### src/rtl/store_buffer.sv
// Posted-write store buffer between M-stage store issue and the single-port data memory.
// Stores queue in a small FIFO and retire one per cycle whenever a load is not using the
// DM port; loads bypass the queue and stall only when they alias a pending store or the
// buffer is full.
module store_buffer #(
    parameter int unsigned DEPTH = 4,
    parameter int unsigned AW_LO = 2,
    parameter int unsigned AW_HI = 25
) (
    input  logic                     clk,
    input  logic                     reset,
    input  logic                     st_req,
    input  logic [31:0]              st_pc,
    input  logic [31:0]              st_addr,
    input  logic [31:0]              st_data,
    input  logic                     st_isByte,
    input  logic                     ld_req,
    input  logic [31:0]              ld_addr,
    input  logic                     ld_isByte,
    input  logic                     sb_hold,
    output logic                     stall,
    output logic                     DM_writeMem_EN,
    output logic [31:0]              DM_ADDR,
    output logic [31:0]              DM_dataIN,
    output logic                     DM_isByte,
    output logic [31:0]              DM_PC,
    output logic [$clog2(DEPTH):0]   sb_count,
    output logic                     sb_empty
);

    localparam int unsigned PW = (DEPTH > 1) ? $clog2(DEPTH) : 1;
    localparam int unsigned CW = $clog2(DEPTH) + 1;

    typedef struct packed {
        logic [31:0] pc;
        logic [31:0] addr;
        logic [31:0] data;
        logic        is_byte;
    } entry_t;

    entry_t          mem_q [DEPTH];
    entry_t          mem_d [DEPTH];
    logic [PW-1:0]   rd_ptr_q, rd_ptr_d;
    logic [PW-1:0]   wr_ptr_q, wr_ptr_d;
    logic [CW-1:0]   count_q, count_d;

    logic            full;
    logic            ld_eff;
    logic            hit;
    logic            drain;
    logic            ld_port;
    logic            enq;
    logic            non_empty;
    logic [PW-1:0]   off;
    entry_t          head;

    // Port arbitration, alias detection and output muxing.
    always_comb begin
        full      = (count_q == CW'(DEPTH));
        non_empty = (count_q != '0);
        // A store wins over an (illegal) simultaneous load.
        ld_eff    = ld_req & ~st_req;

        hit = 1'b0;
        off = '0;
        for (int i = 0; i < DEPTH; i++) begin
            // Slot i is valid when its distance from the head is below count.
            off = PW'(i) - rd_ptr_q;
            if (({1'b0, off} < count_q) &&
                (mem_q[i].addr[AW_HI:AW_LO] == ld_addr[AW_HI:AW_LO])) begin
                hit = 1'b1;
            end
        end
        hit = hit & ld_eff;

        drain   = non_empty & ~sb_hold & (~ld_eff | hit | full);
        ld_port = ld_eff & ~drain;
        enq     = st_req & ~full;

        head = non_empty ? mem_q[rd_ptr_q] : '0;

        // An aliasing or full-buffer load also waits while draining is held off, so it can
        // never read stale data around a held store.
        stall = (st_req & full) | (ld_eff & (hit | full));

        DM_dataIN = head.data;
        DM_PC     = head.pc;
        if (ld_port) begin
            DM_ADDR        = ld_addr;
            DM_isByte      = ld_isByte;
            DM_writeMem_EN = 1'b0;
        end else begin
            DM_ADDR        = head.addr;
            DM_isByte      = head.is_byte;
            DM_writeMem_EN = drain;
        end

        sb_count = count_q;
        sb_empty = ~non_empty;
    end

    // FIFO next-state: enqueue at the tail, dequeue from the head on drain.
    always_comb begin
        mem_d    = mem_q;
        rd_ptr_d = rd_ptr_q;
        wr_ptr_d = wr_ptr_q;
        count_d  = count_q;
        if (enq) begin
            mem_d[wr_ptr_q] = '{pc: st_pc, addr: st_addr, data: st_data, is_byte: st_isByte};
            wr_ptr_d        = wr_ptr_q + PW'(1);
        end
        if (drain) begin
            rd_ptr_d = rd_ptr_q + PW'(1);
        end
        count_d = count_q + CW'(enq) - CW'(drain);
    end

    // State registers; reset discards every pending store.
    always_ff @(posedge clk or posedge reset) begin
        if (reset) begin
            mem_q    <= '{default: '0};
            rd_ptr_q <= '0;
            wr_ptr_q <= '0;
            count_q  <= '0;
        end else begin
            mem_q    <= mem_d;
            rd_ptr_q <= rd_ptr_d;
            wr_ptr_q <= wr_ptr_d;
            count_q  <= count_d;
        end
    end

    // Store and load are never issued in the same M-stage cycle.
    assert property (@(posedge clk) disable iff (reset) !(st_req && ld_req))
        else $error("store_buffer: st_req and ld_req asserted together");

endmodule

### config.mk
export PLATFORM = sky130hd
export DESIGN_NAME = store_buffer
export DESIGN_NICKNAME = d
export VERILOG_FILES = /design/src/rtl/store_buffer.sv
export SDC_FILE = /design/constraint.sdc
export NUM_CORES = 1
export LEC_CHECK = 0
export BUFFER_PORTS_ARGS = -buffer_cell sky130_fd_sc_hd__buf_2
export CAP_MARGIN = 20
export CORE_MARGIN = 2
export CORE_UTILIZATION = 53
export DETAILED_ROUTE_END_ITERATION = 16
export HOLD_SLACK_MARGIN = 0.08
export PLACE_DENSITY_LB_ADDON = 0.12
export SLEW_MARGIN = 20
export SYNTH_ARGS = -nofsm -noshare
export SYNTH_HDL_FRONTEND = slang
export SYNTH_SLANG_ARGS = --single-unit
export TNS_END_PERCENT = 10
### constraint.sdc
create_clock -name clk -period 12.9 [get_ports clk]
set_clock_uncertainty 0.15 [all_clocks]
set_input_delay 1.29 -clock clk [delete_from_list [all_inputs] [get_ports clk]]
set_output_delay 1.29 -clock clk [all_outputs]
set_load 0.02 [all_outputs]
==> reports/qor.csv <==
metric,value,unit
Hold Buf Count CTS,0,
DRT Wirelength,48800,um
largest net degree at the start of global routing,115,
final instance area,22800,sq um
global-route met2 utilization,0.398,
hold_sp,mem_q[122]$_DFFE_PP0P_,
worst path arrival time,4.26,ns
Mapped Cells,1460,
DRT Pass-1 Iters,6,
top-area cell type share of the netlist area,0.492,
status,finished clean,
Detail Route Antenna Nets,0,
initial drt markers,771,
busiest grt layer,met2,
root buffer cell,clkbuf_16,
"flops & latches, synth",395,
clk_lat worst skew,0.57,ns
Max Clock Freq,176,MHz
GRT met3 Usage,0.0573,
Initial Util,0.536,
max cap viols,0,
met1 usage,0.353,
"Seq/Total Area, Yosys",0.492,
peak supply drop,0.153,mV
crit-path max FO,47,
"Clk pin slew, worst setup/hold paths",0.06,ns
Mapped Avg Cell Area,13.8,sq um
Final min period,5.70,ns
initial antenna violation count,8,
CTS max path bufs,3,
Slew headroom,0.275,
Buffers on Ports,237,
Worst setup SP type,flip-flop,
routed len/inst,22.4,um
power density cells,297,nW/um^2
postcts setup bufs,0,
CTS resizes,0,
unrepaired setup endpoints after global routing,false,
Post-synth top flop,dfrtp_1,
"commonest non-fill, non-tap cell in the layout",dfrtp_1,
FF-to-FF setup slack,8.50,ns
Hold Path Stages,1,
reg2reg end,sb_count[2]$_DFF_PP0_,
number of global-route vias before repair,13100,
Clock Sinks,395,
I/O pin cnt,238,
layout cells sized above 1,0.498,
most frequent cells in the layout,"393 x dfrtp_1, 388 x mux2_2, 237 x buf_2, 97 x mux4_2, 82 x xor2_1",
CTS Buf Count,44,
worst reg2reg startpoint,rd_ptr_q[0]$_DFFE_PP0P_,
Rows,71,
GRT Total Usage,0.254,
Leakage Power,10.0,nW
setup_tns,0,ns
routed via count,12800,
"area leader, netlist",dfrtp_1,
DRC viols,0,
DIE WIDTH,199,um
Hold Fails Final Rpt,0,
Vias/cell,5.87,
CP Data Required Time,11.46,ns
synth unique cells,35,
"Power, Total",0.00679,W
max-slew violations,0,
global route overflow,0,
fin nets,1781,
Worst Reg-to-Reg Cells,16,
critical path class,flip-flop to output pin,
core area,37500,sq um
final worst path period share,0.442,
async set-reset flop share out of synthesis,1.00,
"top cells by area, synth","dfrtp_1 49%, mux2_2 22%, mux4_2 11%",
Worst Hold Path EP,mem_q[122]$_DFFE_PP0P_,
critical path capture point type,output pin,
Layout area overhead,13.7,%
Final Worst Setup Slack,7.20,ns
placed instance count,2099,
Die Footprint,39500,sq um
fin cells,2181,
# setup viols final,0,
TritonCTS clock tree,built,
Post-DP HPWL,30800,um
post-synth net total,1606,
Post-synth EDFFs,0,
Placer Congestion,0.841,
first-pass GRT wire length,76000,um
yosys warns,0,
DP Area,21400,sq um
DP Worst Slack,7.73,ns
Worst-Margin Slew,1.09,ns
CTS H-Tree Depth,2,
Die Ht,199,um
Worst Hold Class,flip-flop to flip-flop,
"Cell Area, Synth",20100,sq um
-- worst max-delay path by stage --
| stage | endpoint | startpoint |
|---|---|---|
| 4_1_cts | DM_isByte | rd_ptr_q[0]$_DFFE_PP0P_ |
| 6_report | DM_ADDR[4] | rd_ptr_q[0]$_DFFE_PP0P_ |
| 3_3_place_gp | DM_ADDR[4] | ld_addr[13] |
| 5_1_grt | DM_ADDR[3] | rd_ptr_q[0]$_DFFE_PP0P_ |
| 2_1_floorplan | mem_q[0]$_DFFE_PP0P_ | reset |
| 3_5_place_dp | DM_ADDR[29] | ld_addr[13] |
-- cells by family after synthesis --
logic type	synth area share
xor+xnor	0.0452
fa+ha+maj	0.00723
flops	0.492
simple gates	0.0765
compound gates	0.0142
buf+inv	0.0385
mux	0.326
-- stage by stage --
step                hold WS [ns]  utilization
floorplan                  0.324            -
global placement           0.332        0.570
finish                     0.347        0.609
global route               0.358        0.609
CTS                        0.350        0.608
detailed placement         0.337        0.570
-- area by class of cell --
cell class / count / area (sq um)
Sequential cell: 395 / 9890
Fill cell: 3047 / 14600
Timing Repair Buffer: 255 / 1340
Inverter: 11 / 48.8
Clock inverter: 11 / 96.3
Multi-Input combinational cell: 928 / 9490
Clock buffer: 66 / 1330
Tap cell: 511 / 639
Antenna cell: 4 / 10.0
-- worst max-delay path: stages, from the launching register on --
cell and delay [ns]:
dfrtp_4 0.69, buf_4 0.84, xnor2_1 0.23, inv_1 0.08
ha_1 0.27, a21oi_1 0.06, o21ai_1 0.16, nor3_2 0.09
or4_4 0.75, nand4_1 0.20, nand3_1 0.09, buf_2 0.17
-- layer usage --
layer / part of all wire / wire length, um
met2: 0.47 / 22800
met4: 0.026 / 1280
met3: 0.065 / 3170
met5: 0.00051 / 25
met1: 0.44 / 21600
-- power breakdown --
group	internal [W]	switching (W)
combinational	0.00165	0.00161
sequential	0.00188	0.000415
clock	0.000728	0.000498
total	0.00426	0.00252
-- registers in the layout (all words and copies together), names as in the netlist --
| signal | cells |
|---|---|
| wr_ptr_q | 2 |
| rd_ptr_q | 2 |
| mem_q | 388 |
| sb_count | 3 |
-- Yosys cell counts, types with 2 or more instances --
cell type,instances
buf_6,9
dfrtp_1,395
xnor2_1,16
clkbuf_1,33
ha_1,10
nand3_1,67
buf_4,37
or3_1,3
nand2b_1,2
mux2_2,388
a21oi_1,5
xor2_2,3
o21ai_1,3
xor2_1,82
buf_2,42
nand2_1,42
nor3_2,4
nor2_1,36
a31oi_1,33
inv_1,11
mux4_2,97
buf_1,5
and2_1,66
nor4_1,20
nand4_1,41
Note: power is estimated with default switching activity, not from simulation.
